## src/rtl/dsp_pkg.sv

```systemverilog
// Shared types and constants for the DSP multiply-accumulate writer.
package dsp_pkg;

    typedef enum logic [1:0] {
        IDLE = 2'd0,
        MUL  = 2'd1,
        ACC  = 2'd2,
        WB   = 2'd3
    } state_t;

    // Field positions inside the r18 control word.
    localparam int START_BIT = 0;
    localparam int DEST_LSB  = 1;
    localparam int DEST_MSB  = 5;
    localparam int SHIFT_LSB = 6;
    localparam int SHIFT_MSB = 10;

    localparam int          NUM_REGS = 19;
    localparam logic [31:0] SAT_MAX  = 32'h7FFF_FFFF;
    localparam logic [31:0] SAT_MIN  = 32'h8000_0000;

    // Clamp a signed 64-bit value into the signed 32-bit range.
    function automatic logic [31:0] sat32(input logic signed [63:0] v);
        if (v > $signed(64'h0000_0000_7FFF_FFFF))
            return SAT_MAX;
        else if (v < $signed(64'hFFFF_FFFF_8000_0000))
            return SAT_MIN;
        else
            return v[31:0];
    endfunction

endpackage

```

## src/rtl/seq_mul32.sv

```systemverilog
// 32x32 unsigned radix-2 shift-add multiplier, one operand bit per cycle.
// start loads the operands; done is high during the final step, so the
// 64-bit product is complete on the cycle after done.
module seq_mul32 #(
    parameter int STEPS = 32
) (
    input  logic        clk,
    input  logic        rst_n,
    input  logic        start,
    input  logic [31:0] a,
    input  logic [31:0] b,
    output logic        done,
    output logic [63:0] product
);

    logic [63:0] mcand;
    logic [31:0] mplier;
    logic [63:0] prod;
    logic [5:0]  cnt;
    logic        running;

    assign done    = running && (cnt == 6'(STEPS - 1));
    assign product = prod;

    // Load on start, then add the shifted multiplicand for every set multiplier bit.
    always_ff @(posedge clk or negedge rst_n) begin
        if (!rst_n) begin
            mcand   <= '0;
            mplier  <= '0;
            prod    <= '0;
            cnt     <= '0;
            running <= 1'b0;
        end else if (start) begin
            mcand   <= {32'b0, a};
            mplier  <= b;
            prod    <= '0;
            cnt     <= '0;
            running <= 1'b1;
        end else if (running) begin
            if (mplier[0])
                prod <= prod + mcand;
            mcand  <= mcand << 1;
            mplier <= mplier >> 1;
            cnt    <= cnt + 6'd1;
            if (done)
                running <= 1'b0;
        end
    end

endmodule

```

## src/rtl/dsp_mac_writer.sv

```systemverilog
// Signed multiply-accumulate engine fed by the r16/r17/r18 register window.
// The saturated, shifted accumulator is written back through the register
// file port using a req/gnt handshake; no write happens without a grant.
module dsp_mac_writer
    import dsp_pkg::*;
#(
    parameter int MUL_STEPS = 32,
    parameter int NUM_REGS  = dsp_pkg::NUM_REGS
) (
    input  logic        clk,
    input  logic        rst_n,
    input  logic [31:0] r16,
    input  logic [31:0] r17,
    input  logic [31:0] r18,
    input  logic        acc_clr,
    input  logic        wb_gnt,
    output logic        wb_req,
    output logic [4:0]  wb_addr,
    output logic [31:0] wb_data,
    output logic        busy,
    output logic        done,
    output logic        err
);

    state_t             state;
    logic               start_prev;
    logic               start_edge;
    logic [4:0]         dest_q;
    logic [4:0]         shift_q;
    logic               neg_q;
    logic signed [63:0] acc;

    logic [31:0]        a_mag;
    logic [31:0]        b_mag;
    logic               mul_start;
    logic               mul_done;
    logic [63:0]        mul_prod;
    logic signed [63:0] product_s;
    logic signed [63:0] acc_sum;
    logic [31:0]        sat_result;
    logic               unused_r18;

    // Control bits above the shift field carry no meaning here.
    assign unused_r18 = &{1'b0, r18[31:SHIFT_MSB+1]};

    assign start_edge = r18[START_BIT] & ~start_prev;
    assign mul_start  = (state == IDLE) && start_edge;

    // Operand magnitudes, product sign fix-up, accumulate and saturate.
    always_comb begin
        a_mag      = r16[31] ? (~r16 + 32'd1) : r16;
        b_mag      = r17[31] ? (~r17 + 32'd1) : r17;
        product_s  = neg_q ? -$signed(mul_prod) : $signed(mul_prod);
        acc_sum    = acc + product_s;
        sat_result = sat32(acc_sum >>> shift_q);
    end

    seq_mul32 #(
        .STEPS(MUL_STEPS)
    ) u_mul (
        .clk    (clk),
        .rst_n  (rst_n),
        .start  (mul_start),
        .a      (a_mag),
        .b      (b_mag),
        .done   (mul_done),
        .product(mul_prod)
    );

    // Job FSM: edge-launched multiply, accumulate, then granted write-back.
    always_ff @(posedge clk or negedge rst_n) begin
        if (!rst_n) begin
            state      <= IDLE;
            start_prev <= 1'b0;
            dest_q     <= '0;
            shift_q    <= '0;
            neg_q      <= 1'b0;
            acc        <= '0;
            wb_req     <= 1'b0;
            wb_addr    <= '0;
            wb_data    <= '0;
            busy       <= 1'b0;
            done       <= 1'b0;
            err        <= 1'b0;
        end else begin
            start_prev <= r18[START_BIT];
            done       <= 1'b0;
            err        <= 1'b0;
            case (state)
                IDLE: begin
                    // Clear takes effect before the product of a coinciding job is added.
                    if (acc_clr)
                        acc <= '0;
                    if (start_edge) begin
                        dest_q  <= r18[DEST_MSB:DEST_LSB];
                        shift_q <= r18[SHIFT_MSB:SHIFT_LSB];
                        neg_q   <= r16[31] ^ r17[31];
                        busy    <= 1'b1;
                        state   <= MUL;
                    end
                end
                MUL: begin
                    if (mul_done)
                        state <= ACC;
                end
                ACC: begin
                    acc <= acc_sum;
                    if (dest_q == 5'd0) begin
                        done  <= 1'b1;
                        busy  <= 1'b0;
                        state <= IDLE;
                    end else if (int'(dest_q) >= NUM_REGS) begin
                        done  <= 1'b1;
                        err   <= 1'b1;
                        busy  <= 1'b0;
                        state <= IDLE;
                    end else begin
                        wb_req  <= 1'b1;
                        wb_addr <= dest_q;
                        wb_data <= sat_result;
                        state   <= WB;
                    end
                end
                WB: begin
                    if (wb_gnt) begin
                        wb_req <= 1'b0;
                        done   <= 1'b1;
                        busy   <= 1'b0;
                        state  <= IDLE;
                    end
                end
                default: state <= IDLE;
            endcase
        end
    end

endmodule

```

## config.mk

```make
export PLATFORM = sky130hd
export DESIGN_NAME = dsp_mac_writer
export DESIGN_NICKNAME = d
export VERILOG_FILES = /design/src/rtl/dsp_pkg.sv /design/src/rtl/seq_mul32.sv /design/src/rtl/dsp_mac_writer.sv
export SDC_FILE = /design/constraint.sdc
export NUM_CORES = 1
export LEC_CHECK = 0
export BUFFER_PORTS_ARGS = -buffer_cell sky130_fd_sc_hd__buf_4
export CELL_PAD_IN_SITES_DETAIL_PLACEMENT = 2
export CELL_PAD_IN_SITES_GLOBAL_PLACEMENT = 2
export CORE_MARGIN = 2
export CORE_UTILIZATION = 35
export CTS_CLUSTER_DIAMETER = 200
export CTS_CLUSTER_SIZE = 10
export DETAILED_ROUTE_END_ITERATION = 10
export PLACE_DENSITY = 0.86
export SETUP_SLACK_MARGIN = 0.02
export SYNTH_ARGS = -nofsm -noshare
export SYNTH_HDL_FRONTEND = slang
export SYNTH_SLANG_ARGS = --single-unit
export TNS_END_PERCENT = 50
```

## constraint.sdc

```tcl
create_clock -name clk -period 15.2 [get_ports clk]
set_input_delay 1.52 -clock clk [delete_from_list [all_inputs] [get_ports clk]]
set_output_delay 1.52 -clock clk [all_outputs]
set_load 0.01 [all_outputs]
```

## Word-level counts from Yosys, hierarchy flattened

Cells that the tools add are included.

- Bits in registers: 286
- Output and inout port bits: 41
- Word-level logic and storage cells: 100

- $add $sub $neg: 6
- Magnitude comparators: 3
- Equal/unequal tests: 11
- Shift-type cells: 1
- Muxes and demuxes: 39
- Bitwise logic cells: 7
- Reduce and logical (&&, ||, !) cells: 16

Operator list:

| operator | count |
|---|---|
| 64-bit two-way mux | 7 |
| 32-bit two-way mux | 6 |
| 64-bit adder | 2 |
| 64-bit case mux with 2 select lines | 1 |
| 32-bit by 1-bit adder with 32-bit output, second input constant | 2 |
| 64-bit by 32-bit greater-than comparator with 1-bit output, second input constant | 1 |
| 64-bit by 32-bit < comparator with 1-bit output, second input constant | 1 |
| 64-bit negator | 1 |
| 32-bit inverter | 2 |
| 64-bit by 5-bit >>> shifter with 64-bit output | 1 |
| 1-bit two-way mux | 14 |
| 6-bit two-way mux | 2 |
| 2-bit inequality test, second input constant | 6 |
| 2-bit two-way mux | 5 |
| 2-bit case mux with 4 select lines | 1 |
| 4-bit AND reduction | 2 |
| 2-bit nonzero test | 4 |
| 6-bit by 1-bit adder with 6-bit output, second input constant | 1 |
| 6-bit by 5-bit == test with 1-bit output, second input constant | 1 |
| 2-bit AND reduction | 3 |
| 3-bit AND reduction | 2 |
| 5-bit >= comparator, second input constant | 1 |
| 5-bit logical NOT | 1 |
| 2-bit == test, second input constant | 2 |
| 10 further kinds | 14 |

## Depth between registers and ports, before layout

Gate-level depths: netlist of the first run.

- Word-level depth: 7
- Depth in mapped cells: 35
- Mapped depth without buffers: 32

## Hierarchy

Synthesis of the first run repeated with hierarchy kept, for this count alone.

- Cell total of the unflattened synthesis: 3952
- Area total of the unflattened synthesis: 30204.0 um2

Modules (own cells, without submodules):

| module | instances | cells an instance | area an instance (um2) | seq. area each (um2) |
|---|---|---|---|---|
| dsp_mac_writer | 1 | 2721 | 19566.3 | 2977.9 |
| seq_mul32 | 1 | 1231 | 10637.7 | 4179.0 |

## Worst setup path after synthesis of the first run

OpenSTA, ideal clock, no wires.

- Path kind: register to register
- From: register u_mul.prod[8], in the netlist u_mul.product[8]
- To: register wb_data[10]
- Library setup time: 101 ps
- Arrival: 8467 ps
- Slack: 6632 ps
- Cell stages (with the launch flop): 32
- Path buffers: 2
- Period minus slack after synthesis: 8568 ps
- Cells stage by stage: dfrtp_1 > or4_1 > nor4_1 > nand2b_1 > or2_2 > or3_1 > or3_1 > or4_1 > or2_2 > nand2b_1 > or2_1 > or3_1 > or4_1 > o21ai_0 > xnor2_1 > ha_1 > clkbuf_1 > and3_1 > nand3_1 > or3_1 > o211a_1 > and3_1 > or2_1 > mux4_2 > or2_2 > a311oi_1 > a311o_1 > nand2_1 > o41ai_1 > nand3_1 > clkbuf_1 > o32ai_1

- Longest elaborated chain between the ends: 7

RTL lines:

| item | line | RTL |
|---|---|---|
| start: declaration | seq_mul32.sv:18 | `logic [63:0] prod;` |
| start signal: assignment | seq_mul32.sv:41 | `prod <= prod + mcand;` |
| 64-bit negator | dsp_mac_writer.sv:53 | `product_s = neg_q ? -$signed(mul_prod) : $signed(mul_prod);` |
| 64-bit two-way mux (*) | dsp_mac_writer.sv:53 |  |
| 64-bit adder (*) | dsp_mac_writer.sv:54 | `acc_sum = acc + product_s;` |
| 64-bit by 5-bit >>> shifter with 64-bit output (*) | dsp_mac_writer.sv:55 | `sat_result = sat32(acc_sum >>> shift_q);` |
| 64-bit by 32-bit < comparator with 1-bit output | dsp_pkg.sv:26 | `else if (v < $signed(64'hFFFF_FFFF_8000_0000))` |
| 32-bit two-way mux | dsp_pkg.sv:26 |  |
| 32-bit two-way mux (*) | dsp_pkg.sv:24 | `if (v > $signed(64'h0000_0000_7FFF_FFFF))` |
| end signal: assignment | dsp_mac_writer.sv:120 | `wb_data <= sat_result;` |
| end: declaration | dsp_mac_writer.sv:19 | `output logic [31:0] wb_data,` |

Every way passes the cells marked *; elsewhere a longest branch is shown, timed or not.
A chain may end at the register's enable or synchronous reset.

## Worst setup path in the final report of the first run

- From: register u_mul.prod[1], in the netlist u_mul.product[1]
- To: register wb_data[26]

The elaborated chain is that of the path after synthesis.

==> results of run 1 <==
==> layer usage <==
layer | global-route usage (%) | vias to the layer above | routed length, um | part of all wire (%)
li1 | - | 12600 | - | -
met1 | 36.3 | 14400 | 48800 | 42
met2 | 49.3 | 831 | 56000 | 48
met3 | 3.21 | 229 | 5260 | 4.5
met4 | 13.3 | 0 | 5680 | 4.9
met5 | 0 | - | 0 | 0
==> sequential cells by signal, summed over array words and instances (netlist names) <==
name,count
acc,64
busy,1
dest_q,5
done,1
err,1
neg_q,1
shift_q,5
start_prev,1
state,2
u_mul.cnt,6
u_mul.mcand,64
u_mul.mplier,32
u_mul.product,64
u_mul.running,1
wb_addr,5
wb_data,32
wb_req,1
==> worst max-delay path by stage <==
stage | startpoint | end | slack, ns | depth (start not counted)
2_1_floorplan | u_mul.product[8]$_DFFE_PN0P_ | wb_data[10]$_DFFE_PN0P_ | 6.63 | 31
5_1_grt | u_mul.product[1]$_DFFE_PN0P_ | wb_data[7]$_DFFE_PN0P_ | 3.82 | 31
3_5_place_dp | u_mul.product[1]$_DFFE_PN0P_ | wb_data[3]$_DFFE_PN0P_ | 4.68 | 32
3_3_place_gp | u_mul.product[8]$_DFFE_PN0P_ | wb_data[10]$_DFFE_PN0P_ | 4.84 | 29
4_1_cts | u_mul.product[1]$_DFFE_PN0P_ | wb_data[26]$_DFFE_PN0P_ | 4.56 | 31
6_report | u_mul.product[1]$_DFFE_PN0P_ | wb_data[26]$_DFFE_PN0P_ | 4.34 | 31
==> area by class of cell <==
cell class                      instances  area, um^2  area share, %
Tap cell                             1040        1300           4.37
Multi-Input combinational cell       2840       18900           63.6
Clock inverter                          4        88.8          0.299
Inverter                               61         229          0.770
Timing Repair Buffer                  154        1160           3.91
Sequential cell                       286        7170           24.1
Clock buffer                           38         866           2.91
==> kinds of logic (layout without fill, tap and decap cells) <==
logic type | after synthesis | after routing | share of synthesized area (%)
simple gates | 1140 | 1140 | 19.8
compound gates | 1123 | 1123 | 27.2
flops | 286 | 286 | 26.4
buf+inv | 269 | 257 | 3.82
xor+xnor | 217 | 217 | 7.08
mux | 213 | 213 | 8.91
fa+ha+maj | 147 | 147 | 6.84
==> cells in the final DEF (no fill, tap or decap), types with 145 or more instances in the layout <==
cell / Yosys / routed
ha_1: 145 / 145
dfrtp_1: 286 / 281
buf_4: 0 / 153
nor2_1: 236 / 236
xnor2_1: 186 / 186
mux2i_1: 158 / 157
o21ai_0: 308 / 307
nand2_1: 456 / 455
a21oi_1: 234 / 234
==> stage by stage <==
step	worst slack, ns	instance area (um^2)	hold slack, ns
final	4.34	29700	0.489
after CTS	4.56	29700	0.492
after global placement	4.84	28800	0.466
after detailed placement	4.68	28800	0.475
after global routing	3.82	29700	0.529
after floorplan	6.63	27100	0.455
==> worst max-delay path, delay by kind of cell, from the launching register on <==
family / cells / cell delay, ns
AOI/OAI and AO/OA: 9 / 3.65
buffers and inverters: 2 / 0.49
adders and majority gates: 2 / 0.72
DFF: 1 / 0.47
muxes: 2 / 0.74
xor gates and xnor gates: 1 / 0.24
and+or+nand+nor: 15 / 4.41
==> results.sh, run 1 <==
export IMPL_status="completed"
export IMPL_avgSynthCellArea_um2=7.98
export IMPL_clkLatencyLatePin_ns=0.59
export IMPL_yosys_top_cells_count="456 x nand2_1, 308 x o21ai_0, 286 x dfrtp_1"
export IMPL_synth_area_um2=27100
export IMPL_grt_max_degree=103
export IMPL_netlist_instances=3395
export IMPL_setup_violations=0
export IMPL_cpPeakStageDelay_ns=1.04
export IMPL_cp_slowest_cell="o311ai_0"
export IMPL_clock_skew_ns=0.0383
export IMPL_cts_sinks=286
export IMPL_fin_cells=4423
export IMPL_yosysWarnings=0
export IMPL_fillers=8856
export IMPL_port_buffers=119
export IMPL_fin_setup_tns_ns=0
export IMPL_clk_pin_slew_ns=0.06
export IMPL_setup_worst_path_start_class="flop"
export IMPL_drt_pre_antenna_iters=5
export IMPL_vias=28100
export IMPL_fmax_mhz=92.1
export IMPL_yosysMostFrequentCell="nand2_1"
export IMPL_grt_ovfl_total=0
export IMPL_cp_max_fo=31
export IMPL_maxSlewViolCount=0
export IMPL_drt_wl_total_um=116000
export IMPL_nets=3624
export IMPL_hold_path_end="wb_addr[3]$_DFFE_PN0P_"
export IMPL_reg2regPathDepth=31
export IMPL_drive_gt1_share_pct=8.72
export IMPL_synth_cell_types=86
export IMPL_ant_nets=0
export IMPL_synth_enable_flop_cells=0
export IMPL_worst_pin_slew_ns=1.22
export IMPL_cts_root_buf="clkbuf_16"
export IMPL_fp_coreArea_um2=77100
export IMPL_htreeDepth=2
export IMPL_cts_resized=0
export IMPL_cp_arrival_ns=11.30
export IMPL_relSlewSlack_pct=18.1
export IMPL_fin_crit_sh_pct=71.5
export IMPL_required_ns=15.64
export IMPL_worstSetupPathType="flop to flop"
export IMPL_grt_pass1_wl_um=180000
export IMPL_final_util_pct=38.6
export IMPL_cts_hold_buffers=0
export IMPL_synth_fp_nets=3642
export IMPL_grt_usage_pct=28.8
export IMPL_cts_tree="done"
export IMPL_post_drt_wl_per_cell_um=26.2
export IMPL_rsz0062_at_grt="false"
export IMPL_r2r_start="u_mul.product[1]$_DFFE_PN0P_"
export IMPL_cts_made_buffers=34
export IMPL_initial_core_util_pct=35.2
export IMPL_num_io_pins=141
export IMPL_yosys_most_used_dff="dfrtp_1"
export IMPL_clockBufferDepth=3
export IMPL_antenna_found_initial=1
export IMPL_die_x_um=282
export IMPL_num_rows=102
export IMPL_die_area_um2=79700
export IMPL_vias_per_cell=6.36
export IMPL_cp_common_cell="nand2b_1"
export IMPL_remaining_drc_errors=0
export IMPL_yosysSeqAreaShare_pct=26.4
export IMPL_hpwl_um=84700
export IMPL_drv_cap=0
export IMPL_dieHeight_um=282
export IMPL_dp_cells=4381
export IMPL_worstHoldStart="wb_addr[3]$_DFFE_PN0P_"
export IMPL_yosys_area_top_type="dfrtp_1"
export IMPL_r2r_end="wb_data[26]$_DFFE_PN0P_"
export IMPL_cp_end_kind="flop"
export IMPL_gp_congestion=1.00
export IMPL_post_cts_repair_setup_buffers=0
export IMPL_r2r_slack_ns=4.34
export IMPL_grt_pass1_vias=30100
export IMPL_drtIter0Drc=2126
export IMPL_async_flop_share_pct=100
export IMPL_ys_ff_latch=286
export IMPL_diodes=0
export IMPL_yosysTopAreaCellShare_pct=26.4
export IMPL_syn_to_final_growth_pct=9.76
export IMPL_hold_viol=0
export IMPL_ys_top_cells_by_area="dfrtp_1 26%, ha_1 6.7%, nand2_1 6.3%, xnor2_1 6.0%, mux2i_1 5.8%"
export IMPL_final_min_clock_period_ns=10.86
export IMPL_min_path_type="flop to flop"
export IMPL_hold_depth=2
Power of run 1 is not shown: default switching activity piles up to over one toggle a cycle in this logic, so the estimate is an artifact.
==> run 2, diff against run 1 <==
==> constraint.sdc (replaced) <==
create_clock -name clk -period 10.7 [get_ports clk]
set_input_delay 1.07 -clock clk [delete_from_list [all_inputs] [get_ports clk]]
set_output_delay 1.07 -clock clk [all_outputs]
set_load 0.01 [all_outputs]
==> results.sh, run 2 (synthesized netlist as in run 1, its figures left out) <==
export IMPL_drtIter0Drc=2198
export IMPL_grt_usage_pct=29.2
export IMPL_final_common_cell="nand2_1"
export IMPL_holdWs_ns=0.420
export IMPL_reg2regPathDepth=29
export IMPL_cts_tree="done"
export IMPL_gp_congestion=0.982
export IMPL_dp_cells=4398
export IMPL_initial_core_util_pct=35.2
export IMPL_final_cell_mix="455 x nand2_1, 306 x o21ai_0, 281 x dfrtp_1"
export IMPL_drt_wl_total_um=118000
export IMPL_cp_common_cell="or3_1"
export IMPL_remaining_drc_errors=0
export IMPL_maxSlewViolCount=0
export IMPL_grt_pass1_vias=30000
export IMPL_register_area_um2=7170
export IMPL_fmax_mhz=96.8
export IMPL_dieHeight_um=282
export IMPL_fin_cells=4442
export IMPL_syn_to_final_growth_pct=10.5
export IMPL_grt_ovfl_total=0
export IMPL_drive_gt1_share_pct=9.41
export IMPL_clk_pin_slew_ns=0.06
export IMPL_post_drt_wl_per_cell_um=26.5
export IMPL_cp_end_kind="flop"
export IMPL_multi_input_area_um2=19000
export IMPL_cts_made_buffers=34
export IMPL_cpPeakStageDelay_ns=1.08
export IMPL_htreeDepth=2
export IMPL_drt_pre_antenna_iters=5
export IMPL_fp_coreArea_um2=77100
export IMPL_die_x_um=282
export IMPL_drv_cap=0
export IMPL_setup_violations=0
export IMPL_clkLatencyLatePin_ns=0.60
export IMPL_worstSetupPathType="flop to flop"
export IMPL_worst_pin_slew_ns=1.18
export IMPL_post_cts_repair_setup_buffers=0
export IMPL_cp_slowest_cell="o311ai_0"
export IMPL_nets=3642
export IMPL_setup_worst_path_start_class="flop"
export IMPL_clockBufferDepth=3
export IMPL_grt_pass1_wl_um=183000
export IMPL_required_ns=11.14
export IMPL_ant_nets=0
export IMPL_fin_crit_sh_pct=96.5
export IMPL_cts_sinks=286
export IMPL_cp_arrival_ns=10.77
export IMPL_final_min_clock_period_ns=10.33
export IMPL_num_io_pins=141
export IMPL_port_buffers=119
export IMPL_hold_viol=0
export IMPL_grt_max_degree=106
export IMPL_cp_max_fo=31
export IMPL_relSlewSlack_pct=20.3
export IMPL_num_rows=102
export IMPL_hpwl_um=86300
export IMPL_antenna_found_initial=2
export IMPL_fillers=8867
export IMPL_clock_skew_ns=0.0536
export IMPL_min_path_type="input pin to asynchronous set/reset pin"
export IMPL_die_area_um2=79700
export IMPL_status="completed"
export IMPL_final_util_pct=38.8
export IMPL_vias=28300
export IMPL_cts_root_buf="clkbuf_16"
export IMPL_vias_per_cell=6.36
## run 2: worst paths after layout
| check | start | to | slack (ns) |
|---|---|---|---|
| max reg2reg | u_mul.product[8]$_DFFE_PN0P_ | wb_data[3]$_DFFE_PN0P_ | 0.37 |
| max | u_mul.product[8]$_DFFE_PN0P_ | wb_data[3]$_DFFE_PN0P_ | 0.37 |
| min | rst_n | acc[24]$_DFFE_PN0P_ | 0.42 |
| min in group clk | wb_data[31]$_DFFE_PN0P_ | wb_data[31]$_DFFE_PN0P_ | 0.50 |
| min reg2reg | wb_data[31]$_DFFE_PN0P_ | wb_data[31]$_DFFE_PN0P_ | 0.50 |
| max in group asynchronous | rst_n | neg_q$_DFFE_PN0P_ | 8.93 |
## run 2: area by class of cell
cell class	instances	area share, %
multi-input cells	2840	63.4
flip-flops and latches	286	23.9
repair buffers	172	4.40
well taps	1040	4.35
clock buffers	39	2.98
inverters	61	0.765
clock inverters	3	0.196
diodes	1	0.00836
## run 2: worst max-delay path: cells and delay by family, from the launching register on
kind,cells,cell delay [ns]
simple gates,14,4.94
compound gates,12,3.84
fa+ha+maj,1,0.51
flops,1,0.46
xor+xnor,1,0.22
buf+inv,1,0.21
## run 2: what timing repair did
item                       4_1_cts  5_1_grt
setup endpoints to repair        0       31
hold endpoints to repair         0        0
hold buffers                     0        0
resized for setup                0       12
## run 2: layer usage
layer,GRT usage [%],routed length (um)
met1,37.1,49900
met2,49.4,56200
met3,3.81,5750
met4,13.3,5880
met5,0,9
## run 2: stage by stage
| step | cell area [um^2] | setup slack, ns | setup TNS [ns] |
|---|---|---|---|
| 2_1_floorplan | 27100 | 2.13 | 0 |
| 3_3_place_gp | 28900 | 0.805 | 0 |
| 3_5_place_dp | 28900 | 0.415 | 0 |
| 4_1_cts | 29900 | 0.334 | 0 |
| 5_1_grt | 29900 | -0.0217 | -0.115 |
| 6_report | 29900 | 0.371 | 0 |
Power of run 2 is left out for the same reason.
==> run 3, diff against run 2 <==
--- a/config.mk
+++ b/config.mk
@@ -11,11 +11,11 @@
 export CORE_MARGIN = 2
 export CORE_UTILIZATION = 35
 export CTS_CLUSTER_DIAMETER = 200
-export CTS_CLUSTER_SIZE = 10
 export DETAILED_ROUTE_END_ITERATION = 10
-export PLACE_DENSITY = 0.86
+export PLACE_DENSITY = 0.87
 export SETUP_SLACK_MARGIN = 0.02
 export SYNTH_ARGS = -nofsm -noshare
 export SYNTH_HDL_FRONTEND = slang
+export SYNTH_HIERARCHICAL = 1
 export SYNTH_SLANG_ARGS = --single-unit
 export TNS_END_PERCENT = 50
==> results.sh, run 3 <==
export IMPL_yosysTopAreaCellShare_pct=23.7
export IMPL_final_common_cell="nand2_1"
export IMPL_hpwl_um=107000
export IMPL_fillers=9785
export IMPL_yosysWarnings=6
export IMPL_avgSynthCellArea_um2=7.64
export IMPL_die_x_um=298
export IMPL_cp_max_fo=26
export IMPL_netlist_instances=3952
export IMPL_yosys_area_share_simple_pct=22.7
export IMPL_cts_resized=0
export IMPL_synth_top_family_by_area="compound AO/OA/AOI/OAI gates"
export IMPL_relSlewSlack_pct=17.2
export IMPL_cts_root_buf="clkbuf_16"
export IMPL_setup_violations=0
export IMPL_worst_pin_slew_ns=1.23
export IMPL_critPathTopFamily="compound AO/OA/AOI/OAI gates"
export IMPL_r2r_start="u_mul/product[2]$_DFFE_PN0P_"
export IMPL_clockBufferDepth=3
export IMPL_yosysMostFrequentCell="nand2_1"
export IMPL_maxSlewViolCount=0
export IMPL_grt_usage_pct=31.6
export IMPL_yosys_top_cells_count="526 x nand2_1, 320 x nor2_1, 319 x o21ai_0"
export IMPL_initial_core_util_pct=35.4
export IMPL_hold_viol=0
export IMPL_remaining_drc_errors=0
export IMPL_worstPathBufferInverterCount=0
export IMPL_die_area_um2=88700
export IMPL_r2r_slack_ns=0.77
export IMPL_clkLatencyLatePin_ns=0.60
export IMPL_reg2regPathDepth=28
export IMPL_fin_crit_sh_pct=92.8
export IMPL_cts_hold_buffers=0
export IMPL_vias=33800
export IMPL_rsz0062_at_grt="false"
export IMPL_synthAdderAreaFrac_pct=6.14
export IMPL_setup_worst_path_start_class="flop"
export IMPL_port_buffers=119
export IMPL_cp_arrival_ns=10.37
export IMPL_post_drt_wl_per_cell_um=28.3
export IMPL_synth_cell_types=107
export IMPL_syn_to_final_growth_pct=9.95
export IMPL_ys_ff_latch=286
export IMPL_num_io_pins=141
export IMPL_synth_fp_nets=4199
export IMPL_ys_top_cells_by_area="dfrtp_1 24%, nand2_1 6.5%, ha_1 6.0%, o21ai_0 5.3%, xnor2_1 5.1%"
export IMPL_required_ns=11.14
export IMPL_drtIter0Drc=2831
export IMPL_r2r_end="wb_data[10]$_DFFE_PN0P_"
export IMPL_cts_tree="done"
export IMPL_synth_compound_area_share_pct=31.0
export IMPL_drive_gt1_share_pct=8.81
export IMPL_htreeDepth=2
export IMPL_clk_pin_slew_ns=0.06
export IMPL_fin_setup_tns_ns=0
export IMPL_drt_wl_total_um=144000
export IMPL_worstSetupPathType="flop to flop"
export IMPL_min_path_type="input pin to asynchronous set/reset pin"
export IMPL_cts_made_buffers=38
export IMPL_synthMuxAreaShare_pct=6.03
export IMPL_cp_slowest_cell="o21ai_0"
export IMPL_cts_sinks=286
export IMPL_nets=4146
export IMPL_status="completed"
export IMPL_yosysSeqAreaShare_pct=23.7
export IMPL_ant_nets=0
export IMPL_clock_skew_ns=0.0243
export IMPL_final_min_clock_period_ns=9.93
export IMPL_drv_cap=0
export IMPL_drt_pre_antenna_iters=8
export IMPL_fmax_mhz=101
export IMPL_grt_ovfl_total=0
export IMPL_synth_enable_flop_cells=0
export IMPL_post_cts_repair_setup_buffers=0
export IMPL_cp_end_kind="flop"
export IMPL_dieHeight_um=298
export IMPL_grt_pass1_wl_um=222000
export IMPL_async_flop_share_pct=100
export IMPL_grt_pass1_vias=35800
export IMPL_final_cell_mix="525 x nand2_1, 319 x nor2_1, 319 x o21ai_0"
export IMPL_cpPeakStageDelay_ns=0.77
export IMPL_yosys_area_share_xor_xnor_pct=6.15
export IMPL_gp_congestion=0.992
export IMPL_fp_coreArea_um2=85300
export IMPL_yosys_area_top_type="dfrtp_1"
export IMPL_synth_area_um2=30200
export IMPL_antenna_found_initial=4
export IMPL_vias_per_cell=6.67
export IMPL_final_util_pct=38.9
export IMPL_num_rows=107
export IMPL_yosys_most_used_dff="dfrtp_1"
export IMPL_grt_max_degree=140
## run 3: logic make-up after synthesis
family | count (synthesis)
fa+ha+maj | 147
buf+inv | 326
simple gates | 1441
xor+xnor | 212
flops | 286
mux | 164
compound gates | 1376
## run 3: final cells by class
class | instances | area (um^2) | area share, %
Clock inverter | 18 | 262 | 0.787
Clock buffer | 50 | 1040 | 3.12
Multi-Input combinational cell | 3340 | 21800 | 65.6
Antenna cell | 2 | 5.00 | 0.0151
Inverter | 67 | 256 | 0.772
Sequential cell | 286 | 7170 | 21.6
Tap cell | 1144 | 1430 | 4.31
Timing Repair Buffer | 166 | 1270 | 3.81
## run 3: metrics by stage
step / area (um^2) / hold slack (ns) / cells / setup WS, ns
floorplan: 30200 / 0.455 / 3952 / 3.30
global placement: 31900 / 0.461 / 5003 / 1.53
detailed placement: 31900 / 0.476 / 5003 / 1.14
CTS: 33200 / 0.385 / 5071 / 0.932
global route: 33200 / 0.401 / 5071 / 0.188
finish: 33200 / 0.384 / 5073 / 0.768
## run 3: worst max path at each step
| stage | startpoint | end | slack [ns] | depth (start not counted) |
|---|---|---|---|---|
| 3_5_place_dp | u_mul/product[2]$_DFFE_PN0P_ | wb_data[1]$_DFFE_PN0P_ | 1.14 | 29 |
| 3_3_place_gp | u_mul/product[2]$_DFFE_PN0P_ | wb_data[17]$_DFFE_PN0P_ | 1.53 | 29 |
| 5_1_grt | u_mul/product[2]$_DFFE_PN0P_ | wb_data[1]$_DFFE_PN0P_ | 0.19 | 27 |
| 6_report | u_mul/product[2]$_DFFE_PN0P_ | wb_data[10]$_DFFE_PN0P_ | 0.77 | 28 |
| 2_1_floorplan | u_mul/product[2]$_DFFE_PN0P_ | wb_data[2]$_DFFE_PN0P_ | 3.30 | 29 |
| 4_1_cts | u_mul/product[2]$_DFFE_PN0P_ | wb_data[1]$_DFFE_PN0P_ | 0.93 | 28 |
## run 3: layer usage
metal | global-route usage [%] | share of wire [%] | vias up
li1 | - | - | 14800
met1 | 40.9 | 42 | 17200
met2 | 51.3 | 46 | 1479
met3 | 5.06 | 7.0 | 395
met4 | 14.7 | 4.9 | 2
met5 | 0 | 0.0084 | -
Power of run 3 is left out for the same reason.
